--- src/rtl/serial_sum_ctrl_pkg.sv ---
// Shared definitions for the serial operand summation controller:
// FSM state encoding and the operand-counter width helper.
package serial_sum_ctrl_pkg;

   typedef enum logic [1:0] {
      ST_IDLE  = 2'd0,
      ST_ACCUM = 2'd1,
      ST_DONE  = 2'd2
   } state_e;

   // OpCount has to represent 0..num_ops inclusive.
   function automatic int opcnt_width(input int num_ops);
      return $clog2(num_ops + 1);
   endfunction

endpackage

--- src/rtl/serial_sum_ctrl_if.sv ---
// Operand stream, control and result bundle of serial_sum_ctrl.
// master = operand source / consumer side, slave = the controller.
interface serial_sum_ctrl_if
   import serial_sum_ctrl_pkg::*;
#(
   parameter int NUM_OPS   = 16,
   parameter int INWIDTH   = 8,
   parameter int DATAWIDTH = 32
);
   localparam int CNTW = opcnt_width(NUM_OPS);

   logic                 Start;
   logic [NUM_OPS-1:0]   SkipMask;
   logic                 Abort;
   logic [INWIDTH-1:0]   InData;
   logic                 InValid;
   logic                 InReady;
   logic [DATAWIDTH-1:0] Final;
   logic                 Done;
   logic                 Busy;
   logic [CNTW-1:0]      OpCount;

   modport master (
      output Start, SkipMask, Abort, InData, InValid,
      input  InReady, Final, Done, Busy, OpCount
   );

   modport slave (
      input  Start, SkipMask, Abort, InData, InValid,
      output InReady, Final, Done, Busy, OpCount
   );

endinterface

--- src/rtl/serial_sum_ctrl_add.sv ---
// Shared combinational adder; unsigned, wraps modulo 2^DATAWIDTH.
module add #(
   parameter int DATAWIDTH = 32
) (
   input  logic [DATAWIDTH-1:0] a,
   input  logic [DATAWIDTH-1:0] b,
   output logic [DATAWIDTH-1:0] sum
);

   // Plain wrap-around add; the carry out is intentionally discarded.
   assign sum = a + b;

endmodule

--- src/rtl/serial_sum_ctrl.sv ---
// Time-multiplexed operand summation: one shared adder accumulates a
// stream of NUM_OPS operands, with per-slot skip mask latched at Start.
module serial_sum_ctrl
   import serial_sum_ctrl_pkg::*;
#(
   parameter int NUM_OPS   = 16,
   parameter int INWIDTH   = 8,
   parameter int DATAWIDTH = 32
) (
   input logic              Clk,
   input logic              Rst,
   serial_sum_ctrl_if.slave bus
);

   localparam int CNTW = opcnt_width(NUM_OPS);
   localparam int IDXW = $clog2(NUM_OPS);
   localparam logic [CNTW-1:0] CNT_ZERO = CNTW'(0);
   localparam logic [CNTW-1:0] CNT_ONE  = CNTW'(1);
   localparam logic [CNTW-1:0] CNT_LAST = CNTW'(NUM_OPS - 1);

   state_e               state_q, state_d;
   logic [DATAWIDTH-1:0] acc_q, acc_d;
   logic [DATAWIDTH-1:0] final_q, final_d;
   logic [NUM_OPS-1:0]   mask_q, mask_d;
   logic [CNTW-1:0]      cnt_q, cnt_d;
   logic                 done_q, done_d;
   logic                 busy_q, busy_d;
   logic                 inready_q, inready_d;

   logic                 xfer_s;
   logic                 skip_s;
   logic [DATAWIDTH-1:0] operand_s;
   logic [DATAWIDTH-1:0] add_sum_s;
   logic [DATAWIDTH-1:0] acc_next_s;

   // Transfer qualification uses the registered ready so it matches what the source sees.
   assign xfer_s     = bus.InValid & inready_q;
   assign skip_s     = mask_q[cnt_q[IDXW-1:0]];
   assign operand_s  = DATAWIDTH'(bus.InData);
   assign acc_next_s = skip_s ? acc_q : add_sum_s;

   add #(
      .DATAWIDTH(DATAWIDTH)
   ) u_add (
      .a   (acc_q),
      .b   (operand_s),
      .sum (add_sum_s)
   );

   // Next-state, datapath and output decode; outputs follow the next state so they come straight from flops.
   always_comb begin
      state_d = state_q;
      acc_d   = acc_q;
      final_d = final_q;
      mask_d  = mask_q;
      cnt_d   = cnt_q;

      case (state_q)
         ST_IDLE: begin
            // Start beats a simultaneous Abort here: Abort only acts in ACCUM.
            if (bus.Start) begin
               state_d = ST_ACCUM;
               acc_d   = {DATAWIDTH{1'b0}};
               cnt_d   = CNT_ZERO;
               mask_d  = bus.SkipMask;
            end else begin
               state_d = ST_IDLE;
            end
         end
         ST_ACCUM: begin
            if (bus.Abort) begin
               // Abort wins over a same-cycle transfer; the operand is dropped.
               state_d = ST_IDLE;
               cnt_d   = CNT_ZERO;
            end else if (xfer_s) begin
               acc_d = acc_next_s;
               cnt_d = cnt_q + CNT_ONE;
               if (cnt_q == CNT_LAST) begin
                  // Load Final on entry so it is valid in the Done cycle.
                  state_d = ST_DONE;
                  final_d = acc_next_s;
               end else begin
                  state_d = ST_ACCUM;
               end
            end else begin
               state_d = ST_ACCUM;
            end
         end
         ST_DONE: begin
            state_d = ST_IDLE;
         end
         default: begin
            state_d = ST_IDLE;
         end
      endcase

      inready_d = (state_d == ST_ACCUM);
      busy_d    = (state_d != ST_IDLE);
      done_d    = (state_d == ST_DONE);
   end

   // State, datapath and output registers; Rst returns everything to idle values.
   always_ff @(posedge Clk) begin
      if (Rst) begin
         state_q   <= ST_IDLE;
         acc_q     <= {DATAWIDTH{1'b0}};
         final_q   <= {DATAWIDTH{1'b0}};
         mask_q    <= {NUM_OPS{1'b0}};
         cnt_q     <= CNT_ZERO;
         done_q    <= 1'b0;
         busy_q    <= 1'b0;
         inready_q <= 1'b0;
      end else begin
         state_q   <= state_d;
         acc_q     <= acc_d;
         final_q   <= final_d;
         mask_q    <= mask_d;
         cnt_q     <= cnt_d;
         done_q    <= done_d;
         busy_q    <= busy_d;
         inready_q <= inready_d;
      end
   end

   assign bus.InReady = inready_q;
   assign bus.Final   = final_q;
   assign bus.Done    = done_q;
   assign bus.Busy    = busy_q;
   assign bus.OpCount = cnt_q;

endmodule

--- src/flat_wrapper.sv ---
// flat-port wrapper written by rule: the top's interface ports become plain ports
module serial_sum_ctrl_flat import serial_sum_ctrl_pkg::*;
#(
   parameter int NUM_OPS   = 16,
   parameter int INWIDTH   = 8,
   parameter int DATAWIDTH = 32
)
  (Clk, Rst, bus_Start, bus_SkipMask, bus_Abort, bus_InData, bus_InValid, bus_InReady, bus_Final, bus_Done, bus_Busy, bus_OpCount);
  serial_sum_ctrl_if #(.NUM_OPS(NUM_OPS), .INWIDTH(INWIDTH), .DATAWIDTH(DATAWIDTH)) bus_i ();
  input logic Clk;
  input logic Rst;
  input wire logic [$bits(bus_i.Start)-1:0] bus_Start;
  input wire logic [$bits(bus_i.SkipMask)-1:0] bus_SkipMask;
  input wire logic [$bits(bus_i.Abort)-1:0] bus_Abort;
  input wire logic [$bits(bus_i.InData)-1:0] bus_InData;
  input wire logic [$bits(bus_i.InValid)-1:0] bus_InValid;
  output wire logic [$bits(bus_i.InReady)-1:0] bus_InReady;
  output wire logic [$bits(bus_i.Final)-1:0] bus_Final;
  output wire logic [$bits(bus_i.Done)-1:0] bus_Done;
  output wire logic [$bits(bus_i.Busy)-1:0] bus_Busy;
  output wire logic [$bits(bus_i.OpCount)-1:0] bus_OpCount;
  assign bus_i.Start = bus_Start;
  assign bus_i.SkipMask = bus_SkipMask;
  assign bus_i.Abort = bus_Abort;
  assign bus_i.InData = bus_InData;
  assign bus_i.InValid = bus_InValid;
  assign bus_InReady = bus_i.InReady;
  assign bus_Final = bus_i.Final;
  assign bus_Done = bus_i.Done;
  assign bus_Busy = bus_i.Busy;
  assign bus_OpCount = bus_i.OpCount;
  serial_sum_ctrl #(.NUM_OPS(NUM_OPS), .INWIDTH(INWIDTH), .DATAWIDTH(DATAWIDTH)) u_core (.Clk(Clk), .Rst(Rst), .bus(bus_i));
endmodule
--- config.mk ---
export PLATFORM = sky130hd
export DESIGN_NAME = serial_sum_ctrl_flat
export DESIGN_NICKNAME = d
export VERILOG_FILES = /design/src/rtl/serial_sum_ctrl_pkg.sv /design/src/rtl/serial_sum_ctrl_if.sv /design/src/rtl/serial_sum_ctrl_add.sv /design/src/rtl/serial_sum_ctrl.sv /design/src/flat_wrapper.sv
export SDC_FILE = /design/constraint.sdc
export NUM_CORES = 1
export LEC_CHECK = 0
export ABC_AREA = 1
export CORE_MARGIN = 1.5
export CORE_UTILIZATION = 40
export CTS_BUF_LIST = sky130_fd_sc_hd__clkbuf_2 sky130_fd_sc_hd__clkbuf_4 sky130_fd_sc_hd__clkbuf_8
export DETAILED_ROUTE_END_ITERATION = 8
export PLACE_DENSITY = 0.65
export SYNTH_ARGS = -nofsm -noshare
export SYNTH_HDL_FRONTEND = slang
export SYNTH_SLANG_ARGS = --single-unit
export TNS_END_PERCENT = 100
--- constraint.sdc ---
create_clock -name Clk -period 4.65 [get_ports Clk]
set_input_delay 0.93 -clock Clk [delete_from_list [all_inputs] [get_ports Clk]]
set_output_delay 0.93 -clock Clk [all_outputs]
set_load 0.05 [all_outputs]
==> qor.yml, run 1 <==
rows: 41
synth_edf_count: 0
status: "completed"
dpl.cell_count: 1056
dpl-instance-area_sq_mm: 0.00595
max-cap-violations: 0
synth-main-ff-cell: "dfxtp_1"
grt-ovfl-total: 0
syn_nets: 881
route.detailed.drc: 0
ioPinCount: 69
area_growth_pct: 19.5
grt_first_pass_wirelength_um: 21500
die-area_sq_mm: 0.0137
netlist_area_sq_mm: 0.00519
die_x_um: 117
avgSynthCellArea_sq_um: 6.17
core_area_sq_mm: 0.0126
postCtsSetupRepairBufs: 0
grt_setup_unrepaired: "no"
clockBufferDepth: 2
cp-start-kind: "register"
fin_crit_sh: 0.632
slowest_delay_ns: 0.92
final_cell_count_no_fill: 1072
grt_util_met2: 0.307
holdWs_ns: 0.469
syn_inst: 841
clock-sinks: 90
hold_path_class: "register to register"
io_buffers: 68
antenna_found_initial: 0
ys_seq_elements: 90
netlist.area_leader.share: 0.347
cp_num_buf_inv: 1
grt_max_degree: 53
final-setup-viol-count: 0
p_leak_nw: 2.82
ys_seq_area_frac: 0.347
path_cells: "clkdlybuf4s50_1"
cts_root_buffer: "clkbuf_8"
die_h_um: 117
wl_per_cell_um: 12.3
layout-drive-gt1-share: 0.0467
clk_latency_ns: 0.39
slew_headroom: 0.511
tightest_slew_ns: 0.734
synth_top_area_cell: "dfxtp_1"
start_util: 0.411
max_freq_mhz: 340
crit_path_end_kind: "output pin"
path_max_fanout: 12
power.density_mw_per_mm2: 270
top_usage_layer: "met2"
critical-path-top-delay-family: "buffers and inverters"
synth_cell_types: 37
antenna_left: 0
fin_skew_ns: 0.00963
period_needed_ns: 2.94
slew_violations: 0
synthArstFlopShare: 0
dr_total_vias: 5017
firstDrtPassIters: 5
hold_viol: 0
vias_per_cell: 4.68
clk_pin_slew_worst_paths_ns: 0.09
cp.arrival_ns: 2.01
cp.required_ns: 3.72
ctsHoldBuffers: 0
use_met3: 0.0330
fin_area_sq_mm: 0.00620
wirelength_um: 13200
ys_top_cells_by_area: "dfxtp_1, nand2_1, inv_1"
cts_tree: "yes"
synth_warnings: 0
use_met1: 0.288
place_congestion: 0.945
cts_htree_levels: 3
dp_hpwl_um: 9370
drt_iter0_markers: 281
grt_pass1_vias: 4341
final_cell_mix: "nand2_1, inv_1, nor2_1, dfxtp_1, clkdlybuf4s50_1"
antenna_cells: 0
final_nets: 935
cpMaxStageDelayCell: "clkdlybuf4s50_1"
grtUsageTotal: 0.203
cts-buffers-inserted: 9
vdd.ir_drop.worst_mv: 0.150
cts-resized-gates: 0
path_class: "register to output pin"
final.setup.tns_ns: 0
final_common_cell: "nand2_1"
-- per-layer routing --
| layer | share of wire | up-vias | routed length (um) |
|---|---|---|---|
| met5 | 0 | - | 0 |
| met4 | 0.018 | 0 | 232 |
| met3 | 0.038 | 16 | 502 |
| met2 | 0.43 | 95 | 5710 |
| met1 | 0.51 | 2196 | 6760 |
| li1 | - | 2710 | - |
-- path summary, 6_finish.rpt --
check                         from              endpoint  slack, ns  cells after the start
min reg2reg       u_core.mask_q[9]      u_core.mask_q[9]       0.47                      2
max          u_core.bus.OpCount[0]        bus_OpCount[0]       1.71                      1
min               u_core.mask_q[9]      u_core.mask_q[9]       0.47                      2
max reg2reg  u_core.bus.OpCount[0]  u_core.bus.Final[20]       1.92                      9
-- cell families (layout without fill, tap and decap cells) --
kind of cell    count (synthesis)  after routing  share of synthesized area
simple gates                  501            501                      0.398
fa+ha+maj                      11             11                     0.0280
flops                          90             90                      0.347
buf+inv                       143            202                      0.117
xor+xnor                        7              7                     0.0118
compound gates                 89             89                     0.0979
-- layout make-up --
type                    count  area [sq um]
repair buffers             74           721
inverters                 112           428
flip-flops and latches     90          1800
well taps                 172           215
multi-input cells         608          2780
clock buffers              11           151
clock inverters             5           100
fillers                  1357          6420
-- Yosys cell counts, drive strengths merged (6+ instances only) --
master / instances
nor3: 11
ha: 10
buf: 20
o21ai: 21
dfxtp: 90
or2: 7
nand3: 57
xnor2: 6
nand3b: 11
a211oi: 18
clkbuf: 11
inv: 111
nand2: 302
nor2: 111
a21oi: 48
-- sequential cells by signal, summed over array words and instances, names as in the netlist --
name	cells
u_core.acc_q	32
u_core.bus.OpCount	5
u_core.bus.Busy	1
u_core.bus.Done	1
u_core.mask_q	16
u_core.bus.Final	32
u_core.bus.InReady	1
u_core.state_q	2
-- through the flow --
step                 util  worst slack (ns)  total power, W
finish              0.491              1.71         0.00167
floorplan               -              2.15        0.000970
global placement    0.471              1.48         0.00102
global route        0.491              1.62         0.00175
detailed placement  0.471              1.46         0.00102
CTS                 0.491              1.68         0.00169
-- report_power, final --
part / switching, W / total (W) / internal, W
sequential: 0.0000100 / 0.000796 / 0.000786
clock: 0.000290 / 0.000674 / 0.000385
combinational: 0.000134 / 0.000204 / 0.0000700
(Power assumes the default switching activity.)
==> run 2: changes to the inputs <==
--- a/config.mk
+++ b/config.mk
@@ -10,7 +10,7 @@
 export CORE_UTILIZATION = 40
 export CTS_BUF_LIST = sky130_fd_sc_hd__clkbuf_2 sky130_fd_sc_hd__clkbuf_4 sky130_fd_sc_hd__clkbuf_8
 export DETAILED_ROUTE_END_ITERATION = 8
-export PLACE_DENSITY = 0.65
+export PLACE_DENSITY = 0.67
 export SYNTH_ARGS = -nofsm -noshare
 export SYNTH_HDL_FRONTEND = slang
 export SYNTH_SLANG_ARGS = --single-unit
==> constraint.sdc (replaced) <==
create_clock -name Clk -period 2.6 [get_ports Clk]
set_input_delay 0.52 -clock Clk [delete_from_list [all_inputs] [get_ports Clk]]
set_output_delay 0.52 -clock Clk [all_outputs]
set_load 0.05 [all_outputs]
==> run 2 against run 1 <==
Against the previous run:
- register-to-register slack lost 1.4 ns
- critical path depth grew 14
- routed wire length shrank 1.3%
- clock skew grew 0.0034 ns
- utilization grew 1.5 points
- combinational power grew 91%
- critical endpoint is now u_core.acc_q[28]
- largest cell class unchanged
- largest power group unchanged
- highest routed layer is now met5
==> qor.yml, run 2 (synthesis results as in run 1) <==
status: "completed"
vias_per_cell: 4.67
antenna_found_initial: 1
final_common_cell: "nand2_1"
io_buffers: 68
hold_viol: 0
cp.arrival_ns: 2.58
rows: 41
cts_tree: "yes"
clk_pin_slew_worst_paths_ns: 0.09
slew_violations: 0
final-setup-viol-count: 0
grt_util_met2: 0.310
top_usage_layer: "met2"
cts-buffers-inserted: 9
antenna_cells: 0
dpl.cell_count: 1081
cts-resized-gates: 0
wl_per_cell_um: 11.9
final_cell_count_no_fill: 1097
final_cell_mix: "nand2_1, inv_1, nor2_1, dfxtp_1, clkdlybuf4s50_1"
dp_hpwl_um: 9470
slew_headroom: 0.613
antenna_left: 0
grtUsageTotal: 0.203
max_freq_mhz: 439
slowest_delay_ns: 0.43
dr_total_vias: 5123
final_util: 0.507
ioPinCount: 69
pwr-share-clk: 0.400
setup_ws_ns: 0.324
grt_max_degree: 41
use_met3: 0.0479
fin_skew_ns: 0.0130
path_class: "input port to register"
path_cells: "clkdlybuf4s50_1, ha_1, fa_1, nand2_1, nand3_1, and2_1, nand2_1, nand2_1, nand2_1, nand2_1, nand2_1, nand2_1, nand2_1, nand2_1, a21oi_1"
grt_pass1_vias: 4550
cpMaxStageDelayCell: "fa_1"
drt_iter0_markers: 316
cp.required_ns: 2.91
use_met1: 0.284
die_x_um: 117
p_sw_frac: 0.253
start_util: 0.411
period_needed_ns: 2.28
grt_setup_unrepaired: "no"
layout-drive-gt1-share: 0.0724
crit_path_end_kind: "register"
critPathMostFrequentCell: "nand2_1"
core_area_sq_mm: 0.0126
fin_crit_sh: 0.875
clk_latency_ns: 0.38
route.detailed.drc: 0
path_max_fanout: 4
ctsHoldBuffers: 0
n_fill_cell: 1364
vdd.ir_drop.worst_mv: 0.315
cts_htree_levels: 3
wirelength_um: 13000
die_h_um: 117
hold_path_class: "register to register"
final_nets: 960
power.density_mw_per_mm2: 470
tightest_slew_ns: 0.580
cts_root_buffer: "clkbuf_8"
clockBufferDepth: 2
power.internal_w: 0.00225
seq_power_share: 0.470
postCtsSetupRepairBufs: 0
firstDrtPassIters: 5
cp-start-kind: "input port"
die-area_sq_mm: 0.0137
max-cap-violations: 0
pwr-share-comb: 0.130
place_congestion: 0.924
switchingPower_w: 0.000760
ff2ff_setup_slack_ns: 0.55
power_w: 0.00301
area_growth_pct: 23.2
post-place-ws_ns: -0.0643
clock-sinks: 90
grt_first_pass_wirelength_um: 21700
p_leak_nw: 2.94
grt-ovfl-total: 0
-- run 2: area by class of cell --
cell class / count / area (sq um) / area share
multi-input cells: 608 / 2780 / 0.435
flip-flops and latches: 90 / 1800 / 0.282
clock inverters: 4 / 97.6 / 0.0153
repair buffers: 99 / 908 / 0.142
well taps: 172 / 215 / 0.0337
inverters: 112 / 428 / 0.0669
clock buffers: 12 / 159 / 0.0249
-- run 2: worst max-delay path: cells and delay by family --
family / cells / cell delay (ns)
simple gates: 11 / 0.88
fa+ha+maj: 2 / 0.66
buf+inv: 1 / 0.40
compound gates: 1 / 0.12
-- run 2: stage by stage --
stage                     area [sq um]  setup TNS [ns]  hold slack, ns
after CTS                         6390               0           0.470
after global routing              6390               0           0.489
after floorplan                   5190               0           0.439
after detailed placement          6140          -0.170           0.455
after global placement            6140          -0.132           0.454
final                             6390               0           0.467
-- run 2: routing by layer --
metal | share of wire | vias to the layer above
li1 | - | 2762
met1 | 0.51 | 2248
met2 | 0.43 | 91
met3 | 0.045 | 20
met4 | 0.016 | 2
met5 | 0.00054 | -
-- run 2: path summary, 6_finish.rpt --
| path | cells past startpoint | end | from |
|---|---|---|---|
| min reg2reg | 2 | u_core.bus.Final[2] | u_core.bus.Final[2] |
| max reg2reg | 14 | u_core.acc_q[28] | u_core.acc_q[0] |
| max | 15 | u_core.acc_q[28] | bus_InData[0] |
| min | 2 | u_core.bus.Final[2] | u_core.bus.Final[2] |
-- run 2: power groups by stage --
stage               Clock [W]  Combinational (W)  Sequential (W)
detailed placement          0           0.000391         0.00145
finish                0.00120           0.000390         0.00141
CTS                   0.00124           0.000393         0.00141
floorplan                   0           0.000266         0.00147
global placement            0           0.000388         0.00145
global route          0.00130           0.000436         0.00142
